**config.mk**
```make
export PLATFORM = sky130hd
export DESIGN_NAME = sum_sequencer
export DESIGN_NICKNAME = d
export VERILOG_FILES = /design/src/rtl/sum_sequencer_pkg.sv /design/src/rtl/sum_sequencer_byte_adder.sv /design/src/rtl/sum_sequencer.sv
export SDC_FILE = /design/constraint.sdc
export NUM_CORES = 1
export LEC_CHECK = 0
export BUFFER_PORTS_ARGS = -buffer_cell sky130_fd_sc_hd__buf_2
export CORE_ASPECT_RATIO = 1.4
export CORE_MARGIN = 10
export CORE_UTILIZATION = 51
export DETAILED_ROUTE_END_ITERATION = 7
export PLACE_DENSITY = 0.8
export RECOVER_POWER = 25
export SYNTH_ARGS = -nofsm -noshare
export SYNTH_HDL_FRONTEND = slang
export SYNTH_SLANG_ARGS = --single-unit
```
**constraint.sdc**
```tcl
create_clock -name clk -period 2.1 [get_ports clk]
set_clock_uncertainty 0.2 [all_clocks]
set_input_delay 0.21 -clock clk [delete_from_list [all_inputs] [get_ports clk]]
set_output_delay 0.21 -clock clk [all_outputs]
set_load 0.03 [all_outputs]
```
**src/rtl/sum_sequencer_pkg.sv**
```systemverilog
// Shared types and defaults for the sum sequencer sweep engine.
// State encoding, default bank geometry and the adder result width.
package sum_sequencer_pkg;

    localparam int ADDR_W_DEF = 4;
    localparam int DATA_W_DEF = 16;

    typedef enum logic [1:0] {
        IDLE,
        READ,
        DRAIN,
        DONE
    } state_t;

    // Sum of two HALF_W addends needs one extra bit for the carry.
    function automatic int sum_width(input int half_w);
        return half_w + 1;
    endfunction

    localparam int SUM_W_DEF = sum_width(DATA_W_DEF / 2);

endpackage

```
**src/rtl/sum_sequencer_byte_adder.sv**
```systemverilog
// Adds the two halves of a bank word; combinational, zero latency.
// No flow control: result follows the operands in the same cycle.
module byte_adder #(
    parameter int HALF_W = 8
) (
    input  logic [HALF_W-1:0] a,
    input  logic [HALF_W-1:0] b,
    output logic [HALF_W:0]   sum
);

    assign sum = {1'b0, a} + {1'b0, b};

endmodule

```
**src/rtl/sum_sequencer.sv**
```systemverilog
// Sweeps lo..hi of the input bank, writes half-word sums to the output bank one cycle behind.
// N+2 cycles start-to-done; starts while busy are ignored, abort cancels without a done pulse.
module sum_sequencer
    import sum_sequencer_pkg::*;
#(
    parameter int ADDR_W = ADDR_W_DEF,
    parameter int DATA_W = DATA_W_DEF,
    parameter int HALF_W = DATA_W / 2
) (
    input  logic                 clk,
    input  logic                 rst_n,
    input  logic                 start,
    input  logic                 abort,
    input  logic [ADDR_W-1:0]    lo_addr,
    input  logic [ADDR_W-1:0]    hi_addr,
    output logic [ADDR_W-1:0]    in_addr,
    output logic                 in_oe,
    input  logic [DATA_W-1:0]    in_data,
    output logic [ADDR_W-1:0]    out_addr,
    output logic                 out_we,
    output logic [DATA_W-1:0]    out_data,
    output logic                 busy,
    output logic                 done,
    output logic [2**ADDR_W-1:0] ovf_mask
);

    localparam int SUM_W = sum_width(HALF_W);

    state_t            state;
    logic [ADDR_W-1:0] hi_q;
    logic [SUM_W-1:0]  sum;

    byte_adder #(
        .HALF_W (HALF_W)
    ) u_byte_adder (
        .a   (in_data[DATA_W-1:HALF_W]),
        .b   (in_data[HALF_W-1:0]),
        .sum (sum)
    );

    // Read data arrives the cycle after the address, so the sum is gated by the write strobe.
    assign out_data = out_we ? DATA_W'(sum) : '0;

    always_ff @(posedge clk or negedge rst_n) begin
        if (!rst_n) begin
            state    <= IDLE;
            hi_q     <= '0;
            in_addr  <= '0;
            in_oe    <= 1'b0;
            out_addr <= '0;
            out_we   <= 1'b0;
            busy     <= 1'b0;
            done     <= 1'b0;
            ovf_mask <= '0;
        end else begin
            out_we <= in_oe && !abort;
            if (in_oe) begin
                out_addr <= in_addr;
            end
            if (out_we) begin
                ovf_mask[out_addr] <= sum[HALF_W];
            end

            case (state)
                IDLE: begin
                    if (start && !abort) begin
                        hi_q     <= hi_addr;
                        ovf_mask <= '0;
                        if (lo_addr <= hi_addr) begin
                            state   <= READ;
                            in_addr <= lo_addr;
                            in_oe   <= 1'b1;
                            busy    <= 1'b1;
                        end else begin
                            state <= DONE;
                            done  <= 1'b1;
                        end
                    end
                end
                READ: begin
                    // Compare before incrementing so hi = all-ones never wraps.
                    if (abort) begin
                        state <= IDLE;
                        in_oe <= 1'b0;
                        busy  <= 1'b0;
                    end else if (in_addr == hi_q) begin
                        state <= DRAIN;
                        in_oe <= 1'b0;
                    end else begin
                        in_addr <= in_addr + 1'b1;
                    end
                end
                DRAIN: begin
                    busy <= 1'b0;
                    if (abort) begin
                        state <= IDLE;
                    end else begin
                        state <= DONE;
                        done  <= 1'b1;
                    end
                end
                DONE: begin
                    done  <= 1'b0;
                    state <= IDLE;
                end
                default: begin
                    state <= IDLE;
                end
            endcase
        end
    end

endmodule

```
======== Word level (Yosys, flattened, before mapping) ========
Index checks and enable logic that the tools add are counted.
storage, ports and cells
  bits in registers ....................... 34
  input port bits ......................... 28
  output and inout bits ................... 44
  logic and storage cells ................. 69
cells by class
  add/sub/neg operators ................... 2
  order comparisons ....................... 3
  equal/unequal tests ..................... 12
  multiplexer cells ....................... 29
  reductions and logical operators ........ 14
operator list
  kind                                                                           count
  16-bit 2-to-1 mux                                                              3
  16-bit bitwise mux                                                             1
  4-bit 2-to-1 mux                                                               4
  2-bit != test (second input constant)                                          7
  4-bit AND reduction                                                            3
  2-bit 2-to-1 mux                                                               5
  8-bit by 8-bit adder with 9-bit output                                         1
  1-bit 2-to-1 mux                                                               9
  9-bit 2-to-1 mux                                                               1
  2-bit one-hot mux with 4 select lines                                          1
  4-bit one-hot mux with 2 select lines                                          1
  1-bit one-hot mux with 3 select lines                                          2
  3-bit nonzero test                                                             2
  4-bit by 5-bit less-than comparator with 1-bit output (second input constant)  1
  5-bit AND reduction                                                            1
  4-bit by 1-bit adder with 4-bit output (second input constant)                 1
  1-bit demux with 4-bit select                                                  1
  2-bit == test (second input constant)                                          2
  4-bit == test                                                                  1
  4-bit by 1-bit >= comparator with 1-bit output (second input constant)         1
  4-bit <= comparator                                                            1
  2-bit AND reduction                                                            2
  1-bit logical AND                                                              3
  3-bit != test (second input constant)                                          1
  5 further kinds                                                                5

======== Logic depth before layout (Yosys ltp) ========
  depth after elaboration ................. 8
  gate-level depth with buffers ........... 9
  gate-level depth less buffers ........... 8

======== Modules after synthesis ========
Synthesis repeated with hierarchy kept, for this count alone.
second synthesis, totals
  cell total of the unflattened synthesis .. 258
  area, all modules ....................... 2,302.2 um2
modules (own cells, without submodules)
  module         times used  cells each  area an instance (um2)  sequential area each (um2)
  sum_sequencer  1           216         1,978.1                 850.8
  byte_adder     1           42          324.1                   0.0

======== Least setup slack after synthesis ========
Ideal clock, no wire load.
  kind .................................... input to output
  from .................................... input in_data[2]
  to ...................................... output out_data[7]
  arrival time ............................ 2,005 ps
  required time ........................... 1,690 ps
  slack ................................... -315 ps
  stages .................................. 5
  path buffers ............................ 0
  cells stage by stage .................... ha_1 -> inv_1 -> o211ai_1 -> a2111oi_0 -> o41ai_1
between the ends
  longest elaborated chain between the ends .. 2
ends and longest elaborated chain
  what                                    line                            RTL
  from (decl)                             sum_sequencer.sv:18             input logic [DATA_W-1:0] in_data,
  8-bit by 8-bit adder with 9-bit output  sum_sequencer_byte_adder.sv:11  assign sum = {1'b0, a} + {1'b0, b};
  9-bit 2-to-1 mux                        sum_sequencer.sv:42             assign out_data = out_we ? DATA_W'(sum) : '0;
  to (decl)                               sum_sequencer.sv:21             output logic [DATA_W-1:0] out_data,
Every way passes these cells.

======== Worst setup path after layout ========
  from .................................... input in_data[1]
  to ...................................... output out_data[3]
Same word-level chain as after synthesis.

==> key figures <==
Clocking
  – Clk Tree Root Cell: sky130_fd_sc_hd__clkbuf_8
  – CTS H-tree depth: 2
  – Worst skew pair latency: 0.29 ns
  – Number of sinks on the clock net: 34
  – CTS clock-pin slew for the worst setup and hold paths: 0.07 ns
  – Cts bufs inserted: 5
  – Buffer depth of the longest clock path: 2
  – Clock tree from TritonCTS: done

Drt
  – First-pass detailed-route iteration total: 4
  – Detail Route met3 WL: 439 um
  – Routed length per placed instance: 16.0 um
  – Routed vias: 2176
  – M1 WL: 2370 um
  – Detailed-route wire length: 6340 um
  – Count of antenna-violating nets left after detailed routing: 0
  – Detail-routed via count per cell: 5.48
  – DRC violations left: 0
  – Top Layer Used: met4
  – Number of DRC markers after the initial detailed-route iteration: 175
  – Wire length on met2: 3340 um

Timing
  – Final Slew Violations: 0
  – Slew margin rel.: 0.435
  – Min setup slack post-route: -0.0206 ns
  – Final Hold Fails: 0
  – Total of endpoints with negative setup slack in the final report: 1
  – Hold_ws: 0.0183 ns
  – Clock period minus final worst setup slack: 2.12 ns
  – Unrepaired setup endpoints after global routing: yes
  – Final worst-path cycle share: 1.01
  – Least-Margin Pin Slew: 0.847 ns
  – Achievable clock frequency: 0.472 GHz

Pwr
  – Sequential group share of total power: 0.292
  – Comb pwr share: 0.560
  – Cell-internal power: 2.15 mW
  – Max IR drop VDD: 1.01 mV
  – Switching power total: 1.96 mW
  – Leak Pwr: 1.43 nW
  – Power Dens Cells: 1370 nW/um2
  – Final Total Pwr: 4.11 mW
  – Switching portion of total power: 0.476
  – Share of power burned in the clock network: 0.148

Die
  – Row cnt: 28
  – Core Region: 4240 um2
  – Die boundary height: 98.1 um
  – Horizontal die dimension: 75.8 um
  – # IOs: 72
  – Area of the die: 7440 um2
  – Initial Util: 0.524

Synth
  – Simple-gate portion of the synthesized area: 0.170
  – Average footprint of a synthesized cell: 9.15 um2
  – Leading register cell type out of synthesis: sky130_fd_sc_hd__dfrtp_1
  – FF+latch count, synth: 34
  – Synthesized-area fraction occupied by xor and xnor cells: 0.0315
  – Cell count after synthesis: 243
  – Sequential share of the synthesized area: 0.383
  – Synthesized cell area: 2220 um2
  – Fraction of registers with async set/reset: 1.00
  – Number of flops mapped to enable cells by yosys: 0
  – Mux share of post-synthesis cell area: 0.0343
  – Distinct cell type count of the synthesized netlist: 48
  – Area fraction in compound gates after synthesis: 0.212
  – Main combinational cell family by area after synthesis: compound AO/OA/AOI/OAI gates
  – Synthesized-area fraction occupied by adder cells: 0.105
  – Number of warnings issued by yosys: 0

Final layout
  – Share of layout cells above drive strength 1: 0.309
  – Count of nets after finishing: 382
  – Most used cells in the layout excluding fill and tap cells: sky130_fd_sc_hd__buf_2 (38), sky130_fd_sc_hd__dfrtp_1 (34), sky130_fd_sc_hd__buf_4 (28)
  – Most common library cell in the layout ignoring fill and taps: sky130_fd_sc_hd__buf_2
  – # diodes: 0
  – Area growth from synthesis to layout: 35.1%
  – Final standard cell count with taps included and fillers excluded: 397
  – Finished Cell Area: 3000 um2

Worst setup path
  – Worst-path fanout max: 2
  – Data required time of the worst path: 1.69 ns
  – Slowest cell on crit path: sky130_fd_sc_hd__ha_4
  – Worst Setup Path Type: in2out
  – Sort of element at the end of the critical path: primary output
  – Worst EP arrival: 1.71 ns
  – Worst setup SP type: input pin
  – Cell breakdown of the critical path: buf_4, ha_4, a21oi_2, buf_4, buf_4, buf_4, o21ai_1, xnor2_1, nor2b_1, buf_2
  – Highest cell delay on the worst timing path: 0.26 ns
  – CP most frequent cell: sky130_fd_sc_hd__buf_4

Min path
  – Class of the most critical hold timing path: in2reg

GRT
  – Antenna violations before repair: 0
  – Total global-route track usage: 0.172
  – Vias in the first global route: 2232
  – Largest net degree at the start of global routing: 35
  – Total congestion overflow after global routing: 0
  – Global-route wire length before repair: 10300 um

Placed design
  – Number of cells after detailed placement: 378
  – Count of input and output buffers: 64
  – Detailed placement HPWL: 4680 um
  – Routability congestion estimate: 0.890
  – Placed inst area: 2720 um2

Run status
  – Failing checks: setup timing
  – Status: complete, but fails checks

Run
  – Number of violations of the max-capacitance limit: 0
[power by group through the flow]
stage               registers [mW]  clock network [mW]  logic [mW]
global placement              1.19                   0        2.20
floorplan                     1.68                   0        1.05
finish                        1.20               0.608        2.30
detailed placement            1.21                   0        2.25
global route                  1.25               0.658        2.53
CTS                           1.20               0.613        2.31
[worst max-delay path: cells and delay by family]
family                   cells  cell delay, ns
adder cells (fa/ha/maj)      1            0.26
XOR/XNOR                     1            0.12
AO/OA/AOI/OAI                2            0.26
AND/OR/NAND/NOR              1            0.13
buffers and inverters        5            0.73
[cells in the mapped netlist, types with 2 or more instances]
master / number / area [um2]
sky130_fd_sc_hd__a21oi_1: 27 / 135
sky130_fd_sc_hd__and4b_1: 2 / 20.0
sky130_fd_sc_hd__xnor2_1: 2 / 17.5
sky130_fd_sc_hd__xor2_1: 6 / 52.6
sky130_fd_sc_hd__nor3b_1: 2 / 15.0
sky130_fd_sc_hd__o21ai_0: 28 / 140
sky130_fd_sc_hd__clkbuf_1: 4 / 15.0
sky130_fd_sc_hd__dfrtp_1: 34 / 851
sky130_fd_sc_hd__inv_1: 12 / 45.0
sky130_fd_sc_hd__nor2_1: 22 / 82.6
sky130_fd_sc_hd__nor3_1: 7 / 35.0
sky130_fd_sc_hd__a31oi_1: 2 / 12.5
sky130_fd_sc_hd__and2_1: 4 / 25.0
sky130_fd_sc_hd__nand2b_1: 4 / 25.0
sky130_fd_sc_hd__buf_4: 8 / 60.1
sky130_fd_sc_hd__nand2_1: 9 / 33.8
sky130_fd_sc_hd__ha_1: 17 / 213
sky130_fd_sc_hd__mux2i_1: 2 / 20.0
sky130_fd_sc_hd__mux2_2: 5 / 56.3
sky130_fd_sc_hd__nand3_1: 3 / 15.0
sky130_fd_sc_hd__o211ai_1: 3 / 22.5
sky130_fd_sc_hd__buf_2: 2 / 10.0
sky130_fd_sc_hd__and3_1: 2 / 12.5
sky130_fd_sc_hd__nand3b_1: 4 / 30.0
sky130_fd_sc_hd__nor2b_1: 9 / 56.3
[kinds of logic (layout without fill, tap and decap cells)]
kind of cell    count (synthesis)  count (layout)
flops                          34              34
mux                             7               7
other cells                     1               7
simple gates                   72              72
buf+inv                        27             115
xor+xnor                        8               8
fa+ha+maj                      18              18
compound gates                 76              76
[per-layer routing]
metal / GRT usage / vias to the layer above
met4: 0.0545 / 0
met3: 0.0517 / 23
li1: - / 1036
met5: 0 / -
met2: 0.304 / 86
met1: 0.186 / 1031
[per-stage QoR]
step	utilization	setup TNS (ns)	worst slack, ns
after floorplan	-	0	0.0267
after global placement	0.643	-0.292	-0.182
after detailed placement	0.643	-0.439	-0.236
after CTS	0.706	-0.00412	-0.00412
after global routing	0.708	-0.281	-0.0994
final	0.708	-0.0206	-0.0206
[registers in the layout (all words and copies together), names as in the netlist]
| signal | cells |
|---|---|
| out_addr | 4 |
| state | 2 |
| hi_q | 4 |
| busy | 1 |
| in_oe | 1 |
| ovf_mask | 16 |
| in_addr | 4 |
| done | 1 |
| out_we | 1 |
[final timing paths]
check | start | to | slack, ns | depth (start not counted)
max | in_data[1] | out_data[3] | -0.02 | 10
min | hi_addr[1] | hi_q[1] | 0.02 | 3
max reg2reg | state[1] | in_addr[3] | 0.09 | 8
min reg2reg | hi_q[1] | hi_q[1] | 0.31 | 2
max in group asynchronous | rst_n | state[0] | 0.81 | 2
min in group asynchronous | rst_n | ovf_mask[14] | 0.36 | 2
[cell type report]
class	count	area (um2)
multi-input combinational	188	1330
fill	355	1240
sequential	34	851
timing repair buffer	95	586
tap	60	75.1
clock buffer	5	68.8
clock inverter	3	45.0
inverter	12	45.0
[what timing repair did]
action                                  CTS  global route
endpoints found under the hold margin    37             0
cloned                                    0             0
hold buffers                              4             0
endpoints found under the setup margin    4            11
resized for setup                        15             9
setup buffers                             6             1
pin swaps                                13             4
Note: power is estimated with default switching activity, not from simulation.
